===== src/rtl/hazard_ctrl_pkg.sv =====
// Shared pipeline package: forwarding mux encodings,
// mul/div FSM states and watchdog default.
package hazard_ctrl_pkg;

  typedef enum logic [1:0] {
    FWD_RF  = 2'b00,
    FWD_WB  = 2'b01,
    FWD_MEM = 2'b10
  } fwd_e;

  typedef enum logic {
    MD_IDLE = 1'b0,
    MD_WAIT = 1'b1
  } md_state_e;

  localparam int unsigned MD_TIMEOUT_DEF = 64;

endpackage


===== src/rtl/hazard_ctrl_fwd.sv =====
// fwd_sel: one ALU-operand forwarding comparator.
// Ports: rs (Execute source), rd/regwrite of Memory and Writeback, fwd select out.
module fwd_sel
  import hazard_ctrl_pkg::*;
(
  input  logic [4:0] rs_i,
  input  logic [4:0] rd_m_i,
  input  logic [4:0] rd_w_i,
  input  logic       regwrite_m_i,
  input  logic       regwrite_w_i,
  output logic [1:0] fwd_o
);

  fwd_e sel;

  // Memory stage holds the younger result, so it wins.
  always_comb begin
    sel = FWD_RF;
    if (regwrite_m_i && (rd_m_i != 5'd0) && (rd_m_i == rs_i)) begin
      sel = FWD_MEM;
    end else if (regwrite_w_i && (rd_w_i != 5'd0) && (rd_w_i == rs_i)) begin
      sel = FWD_WB;
    end
  end

  assign fwd_o = sel;

endmodule


===== src/rtl/hazard_ctrl.sv =====
// hazard_ctrl: forwarding, load-use / mul-div stalls, branch flushes,
// mul/div watchdog and stall/flush performance counters.
module hazard_ctrl
  import hazard_ctrl_pkg::*;
#(
  parameter int unsigned MD_TIMEOUT = MD_TIMEOUT_DEF
) (
  input  logic        clk,
  input  logic        rst,
  input  logic [4:0]  Rs1D,
  input  logic [4:0]  Rs2D,
  input  logic [4:0]  Rs1E,
  input  logic [4:0]  Rs2E,
  input  logic [4:0]  RdE,
  input  logic        ResultSrcE0,
  input  logic        PCSrcE,
  input  logic [4:0]  RdM,
  input  logic [4:0]  RdW,
  input  logic        RegWriteM,
  input  logic        RegWriteW,
  input  logic        MdStartE,
  input  logic        MdDoneE,
  output logic [1:0]  ForwardAE,
  output logic [1:0]  ForwardBE,
  output logic        StallF,
  output logic        StallD,
  output logic        StallE,
  output logic        FlushD,
  output logic        FlushE,
  output logic        FlushM,
  output logic        MdBusy,
  output logic        MdTimeout,
  output logic [31:0] StallCount,
  output logic [31:0] FlushCount
);

  localparam int WDW = (MD_TIMEOUT > 2) ? $clog2(MD_TIMEOUT) : 1;
  localparam logic [WDW-1:0] WD_LAST = WDW'(MD_TIMEOUT - 1);

  md_state_e      state_q, state_d;
  logic [WDW-1:0] wd_q, wd_d;
  logic           tmo_q, tmo_d;
  logic [31:0]    stall_cnt_q, stall_cnt_d;
  logic [31:0]    flush_cnt_q, flush_cnt_d;
  logic           lw_stall;
  logic           md_stall;

  fwd_sel u_fwd_a (
    .rs_i         (Rs1E),
    .rd_m_i       (RdM),
    .rd_w_i       (RdW),
    .regwrite_m_i (RegWriteM),
    .regwrite_w_i (RegWriteW),
    .fwd_o        (ForwardAE)
  );

  fwd_sel u_fwd_b (
    .rs_i         (Rs2E),
    .rd_m_i       (RdM),
    .rd_w_i       (RdW),
    .regwrite_m_i (RegWriteM),
    .regwrite_w_i (RegWriteW),
    .fwd_o        (ForwardBE)
  );

  assign lw_stall = ResultSrcE0 && (RdE != 5'd0) &&
                    ((Rs1D == RdE) || (Rs2D == RdE));

  // A start that completes in the same cycle never stalls.
  assign md_stall = ((state_q == MD_IDLE) && MdStartE && !MdDoneE) ||
                    ((state_q == MD_WAIT) && !MdDoneE);

  assign StallF    = lw_stall | md_stall;
  assign StallD    = lw_stall | md_stall;
  assign StallE    = md_stall;
  assign FlushM    = md_stall;
  assign FlushD    = PCSrcE && !md_stall;
  assign FlushE    = (lw_stall | PCSrcE) && !md_stall;
  assign MdBusy    = (state_q == MD_WAIT);
  assign MdTimeout = tmo_q;
  assign StallCount = stall_cnt_q;
  assign FlushCount = flush_cnt_q;

  always_comb begin
    state_d = state_q;
    wd_d    = wd_q;
    tmo_d   = tmo_q;
    unique case (state_q)
      MD_IDLE: begin
        if (MdStartE && !MdDoneE) begin
          state_d = MD_WAIT;
          wd_d    = '0;
        end
      end
      MD_WAIT: begin
        if (MdDoneE) begin
          state_d = MD_IDLE;
        end else if (wd_q == WD_LAST) begin
          // Watchdog: give up and release the pipeline.
          state_d = MD_IDLE;
          tmo_d   = 1'b1;
        end else begin
          wd_d = wd_q + 1'b1;
        end
      end
      default: state_d = MD_IDLE;
    endcase
  end

  always_comb begin
    stall_cnt_d = stall_cnt_q;
    flush_cnt_d = flush_cnt_q;
    if (StallF) stall_cnt_d = stall_cnt_q + 32'd1;
    if (FlushD | FlushE) flush_cnt_d = flush_cnt_q + 32'd1;
  end

  always_ff @(posedge clk) begin
    if (rst) begin
      state_q     <= MD_IDLE;
      wd_q        <= '0;
      tmo_q       <= 1'b0;
      stall_cnt_q <= '0;
      flush_cnt_q <= '0;
    end else begin
      state_q     <= state_d;
      wd_q        <= wd_d;
      tmo_q       <= tmo_d;
      stall_cnt_q <= stall_cnt_d;
      flush_cnt_q <= flush_cnt_d;
    end
  end

endmodule


===== config.mk =====
export PLATFORM = sky130hd
export DESIGN_NAME = hazard_ctrl
export DESIGN_NICKNAME = d
export VERILOG_FILES = /design/src/rtl/hazard_ctrl_pkg.sv /design/src/rtl/hazard_ctrl_fwd.sv /design/src/rtl/hazard_ctrl.sv
export SDC_FILE = /design/constraint.sdc
export NUM_CORES = 1
export LEC_CHECK = 0
export ABC_AREA = 1
export BUFFER_PORTS_ARGS = -buffer_cell sky130_fd_sc_hd__buf_2
export CAP_MARGIN = 20
export CELL_PAD_IN_SITES_DETAIL_PLACEMENT = 0
export CELL_PAD_IN_SITES_GLOBAL_PLACEMENT = 2
export CORE_AREA = 2 2 131 133
export CTS_BUF_LIST = sky130_fd_sc_hd__clkbuf_8
export CTS_CLUSTER_DIAMETER = 120
export DETAILED_ROUTE_END_ITERATION = 12
export DIE_AREA = 0 0 133 135
export PLACE_DENSITY = 0.95
export SLEW_MARGIN = 40
export SYNTH_ARGS = -nofsm -noshare
export SYNTH_HDL_FRONTEND = slang
export SYNTH_SLANG_ARGS = --single-unit
export TNS_END_PERCENT = 100

===== constraint.sdc =====
create_clock -name clk -period 3.3 [get_ports clk]
set_input_delay 0.495 -clock clk [delete_from_list [all_inputs] [get_ports clk]]
set_output_delay 0.495 -clock clk [all_outputs]
set_load 0.01 [all_outputs]

# Word-level counts from Yosys, hierarchy flattened
# Index checks and enable logic that the tools add are counted.
# totals
register_bits	72
latchBits	0
ram_bits	0
romBits	0
output_inout_bits	76
elab_cells	58
memories	0
# classes
add_sub_neg	3
multipliers	0
n_div	0
magnitude_cmp	0
eq_ne	10
shifts	0
mux	12
bitwise_logic	5
n_reduce_logical	23
# ops
cell	n
adder 32 x 1 -> 32 bit, second input constant	2
== test 5 bit	6
2-to-1 mux 6 bit	3
nonzero test 5 bit	3
logical AND 1 bit	14
one-hot mux 6 bit (2 select lines)	1
adder 6 x 1 -> 6 bit, second input constant	1
== test 6 bit, second input constant	1
AND reduction 3 bit	2
2-to-1 mux 1 bit	5
2-to-1 mux 2 bit	2
inequality test 2 bit, second input constant	2
OR 1 bit	3
logical NOT 1 bit	2
logical OR 1 bit	2
inequality test 2 x 1 -> 1 bit, second input constant	1
NOT 1 bit	2
one-hot mux 1 bit (2 select lines)	1

# Depth between registers and ports, before layout
# depth
ltp_word	7
mapped_depth	12
ltp_nobuf	11

# By module
# A second synthesis with hierarchy kept.
# unflattened
cells_unflattened	873
area_unflattened_um2	5183.7
# modules_own_cells
mod	instances	cells_per_inst	area_each_um2	seq_area_each_um2
hazard_ctrl	1	773	4755.8	1441.4
fwd_sel	2	50	214.0	0.0

# Worst setup path after synthesis
# Ideal clock, no wire load.
# synth_path
path_type	in2out
startpoint	input port RdM[1]
endpoint	output port ForwardAE[0]
arrival_ns	1.413
t_required_ns	2.805
slack_ns	1.392
cell_stages	4
path_buffers	0
cell_sequence	or2_2 > o41ai_1 > nor3_1 > nor2_1
# synth_via
elab_chain_cells	4
word_cells_on_any_way	5
cone_classes	eq/ne: 1; mux: 1; reduce/logical: 3
# synth_rtl
element	line_no	text
from (decl)	hazard_ctrl.sv:17	input logic [4:0] RdM,
nonzero test 5 bit	hazard_ctrl_fwd.sv:19	if (regwrite_m_i && (rd_m_i != 5'd0) && (rd_m_i == rs_i)) begin
logical AND 1 bit	hazard_ctrl_fwd.sv:19	
logical AND 1 bit *	hazard_ctrl_fwd.sv:19	
2-to-1 mux 2 bit *	hazard_ctrl_fwd.sv:19	
to (decl)	hazard_ctrl.sv:23	output logic [1:0] ForwardAE,
# Mark *: on every way between the ends. The rest lies on a longest branch, timed or not.

# Worst setup path after layout
# layout_path
startpoint	register state_q (netlist: MdBusy)
endpoint	output port FlushE
# layout_via
elab_chain_cells	6
word_cells_on_any_way	7
cone_classes	bitwise: 1; reduce/logical: 6
# layout_rtl
element	line_no	text
from (decl)	hazard_ctrl.sv:40	md_state_e state_q, state_d;
from (signal assigned)	hazard_ctrl.sv:125	state_q <= state_d;
NOT 1 bit	n/a	
logical AND 1 bit (2 in series)	hazard_ctrl.sv:70	assign md_stall = ((state_q == MD_IDLE) && MdStartE && !MdDoneE) ||
logical OR 1 bit *	hazard_ctrl.sv:70	
logical NOT 1 bit *	hazard_ctrl.sv:78	assign FlushE = (lw_stall | PCSrcE) && !md_stall;
logical AND 1 bit *	hazard_ctrl.sv:78	
to (decl)	hazard_ctrl.sv:29	output logic FlushE,
# Marked as above.

==> impl_metrics.py <==
metrics = {
    "global_routing": {
        "antenna_found_initial": 0,
        "grt_max_degree": 61,
        "grt-ovfl-total": 0,
        "grt_util_all_layers_pct": 17.3,
        "grt_first_pass_wirelength_um": 25100,
        "grt_pass1_vias": 4928,
    },
    "timing": {
        "setup_viol": 0,
        "finClkSkew_ns": 0.0191,
        "slew_headroom_pct": 55.1,
        "slew_violations": 0,
        "period_share_pct": 80.4,
        "finalHoldViolations": 0,
        "setup_slack_ns": 0.648,
        "tightest_slew_ns": 0.674,
        "rsz0062_at_grt": "no",
        "fin_setup_tns_ns": 0,
        "fmax_ghz": 0.377,
        "min_period_ns": 2.65,
    },
    "layout": {
        "antenna_cells": 0,
        "multi_input_area_mm2": 0.00313,
        "seq_area_mm2": 0.00144,
        "final_layout_size_suffix_gt1_share_pct": 18.6,
        "fin_nets": 973,
        "areaGrowthSynthToFinish_pct": 19.0,
        "fillers": 1891,
        "final_area_mm2": 0.00596,
    },
    "placed_design": {
        "place_ws_ns": 0.739,
        "placed_area_mm2": 0.00576,
        "hpwl_um": 11700,
        "numPortBuffers": 118,
        "gp_congestion": 0.869,
    },
    "floorplanning": {
        "rows": 47,
        "pin_count": 119,
        "die-area_mm2": 0.0180,
        "chipHeight_um": 135,
        "die_x_um": 133,
        "core-area_mm2": 0.0164,
        "start_util_pct": 30.5,
    },
    "setup_path": {
        "cp_max_fo": 33,
        "path_class": "reg2out",
        "worstPathArrival_ns": 2.16,
        "critPathRequiredTime_ns": 2.80,
        "cp-start-kind": "register",
        "reg2reg_setup_slack_ns": 1.26,
        "max_stage_delay_ns": 0.42,
        "cp-end-kind": "primary output",
        "path_cells": "inv_2, nor2_2, nor2_4, nand2_2, nand2_4, buf_2",
        "crit_slowest_cell": "nand2_4",
    },
    "drt": {
        "wirelength_um": 15400,
        "drc_errors": 0,
        "wl_per_cell_um": 13.3,
        "dr_total_vias": 5362,
        "drtIter0Drc": 263,
        "drt-pass1-iter-count": 4,
        "ant_nets": 0,
        "viasPerCell": 4.65,
    },
    "clock_tree": {
        "cts.clk_slew.worst_paths_ns": 0.08,
        "cts_made_buffers": 9,
        "cts_sinks": 72,
        "ctsResizeCount": 0,
        "cts_root_buf": "clkbuf_8",
        "clock_path_buffers": 2,
        "hold_buffers": 0,
        "htree_num_levels": 3,
        "cts_tree": "yes",
        "postCtsSetupRepairBufs": 0,
        "clk_latency_ns": 0.38,
    },
    "yosys": {
        "avgSynthCellArea_um2": 6.12,
        "yosysSeqAreaShare_pct": 28.8,
        "synth_seq_cells": 72,
        "syn_area_mm2": 0.00500,
        "syn_nets": 864,
        "synthCells": 818,
        "ys_warn_count": 0,
        "synth_cell_types": 31,
    },
    "flow_run": {
        "cap_violations": 0,
    },
    "power_and_ir_drop": {
        "power_density_mw_per_mm2": 308,
        "ir_worst_vdd_mv": 0.148,
        "p_leak_nw": 2.43,
        "power_mw": 1.83,
    },
    "status": {
        "outcome": "completed",
    },
    "worst_hold_path": {
        "hold_path.class": "in2reg",
    },
}
worst max-delay path: cells and delay by family, from the launching register on:
family | cells | cell delay [ns]
AND/OR/NAND/NOR | 4 | 1.16
flip-flops | 1 | 0.34
buffers and inverters | 2 | 0.28
cell families after synthesis:
kind of cell	synth area share, %
flops	28.8
fa+ha+maj	0.750
simple gates	45.8
buf+inv	8.67
compound gates	7.92
xor+xnor	8.05
routing by layer:
metal	GRT usage (%)	wire [um]	vias up
met3	3.60	537	12
met1	22.8	7360	2425
met4	3.76	132	0
met2	29.2	7330	79
li1	-	-	2846
met5	0	0	-
worst paths after layout:
path / start / to / cells after the start
max: MdBusy$_SDFF_PP0_ / FlushE / 6
min: MdDoneE / MdTimeout$_SDFFE_PP0P_ / 4
max reg2reg: StallCount[0]$_SDFFE_PP0P_ / StallCount[16]$_SDFFE_PP0P_ / 9
min reg2reg: MdTimeout$_SDFFE_PP0P_ / MdTimeout$_SDFFE_PP0P_ / 2
per-stage QoR:
stage / util (%) / hold slack, ns / std cells
after global placement: 35.1 / 0.443 / 1136
final: 36.3 / 0.454 / 1152
after CTS: 36.3 / 0.435 / 1152
after detailed placement: 35.1 / 0.448 / 1136
after global routing: 36.3 / 0.460 / 1152
after floorplan: - / 0.456 / 818
power breakdown:
part | switching [mW] | internal [mW] | total (mW)
clock network | 0.390 | 0.349 | 0.739
registers | 0.00997 | 0.874 | 0.884
logic | 0.141 | 0.0712 | 0.212
total | 0.541 | 1.29 | 1.83
cells in the mapped netlist:
master / n / area, um^2
nand2_1: 264 / 991
nor2_1: 91 / 342
nand3_1: 86 / 430
dfxtp_1: 72 / 1440
a21oi_1: 68 / 340
inv_1: 68 / 255
xor2_1: 30 / 263
nor3_1: 27 / 135
xnor2_1: 16 / 140
nand3b_1: 13 / 97.6
nand4_1: 12 / 75.1
clkbuf_1: 9 / 33.8
nor2_2: 9 / 56.3
buf_2: 8 / 40.0
buf_4: 6 / 45.0
inv_2: 6 / 22.5
o21ai_0: 5 / 25.0
buf_6: 3 / 33.8
ha_1: 3 / 37.5
nand2_2: 3 / 18.8
nand3_2: 3 / 30.0
nor2_4: 3 / 33.8
nor3_2: 3 / 30.0
a21oi_2: 2 / 17.5
nand2_4: 2 / 22.5
clkinv_1: 1 / 3.75
nor3_4: 1 / 16.3
nor3b_1: 1 / 7.51
o21ai_1: 1 / 5.00
o41ai_1: 1 / 8.76
or2_2: 1 / 6.26
flip-flops by register name, summed over array words and instances, names as in the netlist:
signal      flops
FlushCount     32
wd_q            6
MdBusy          1
MdTimeout       1
StallCount     32
placed cells by master, fill, tap and decap left out, types with 13 or more instances in the layout:
cell type,netlist,layout
a21oi_1,68,68
buf_2,8,118
dfxtp_1,72,72
inv_1,68,68
nand2_1,264,264
nand3_1,86,86
nand3b_1,13,13
nor2_1,91,91
nor3_1,27,27
xnor2_1,16,16
xor2_1,30,30
area by class of cell:
class                   instances  share of cell area [%]
clock buffers                   9                    2.08
clock inverters                 7                    1.20
inverters                      75                    4.72
multi-input cells             645                    52.5
flip-flops and latches         72                    24.2
well taps                     220                    4.62
repair buffers                124                    10.7
(Power assumes the default switching activity.)
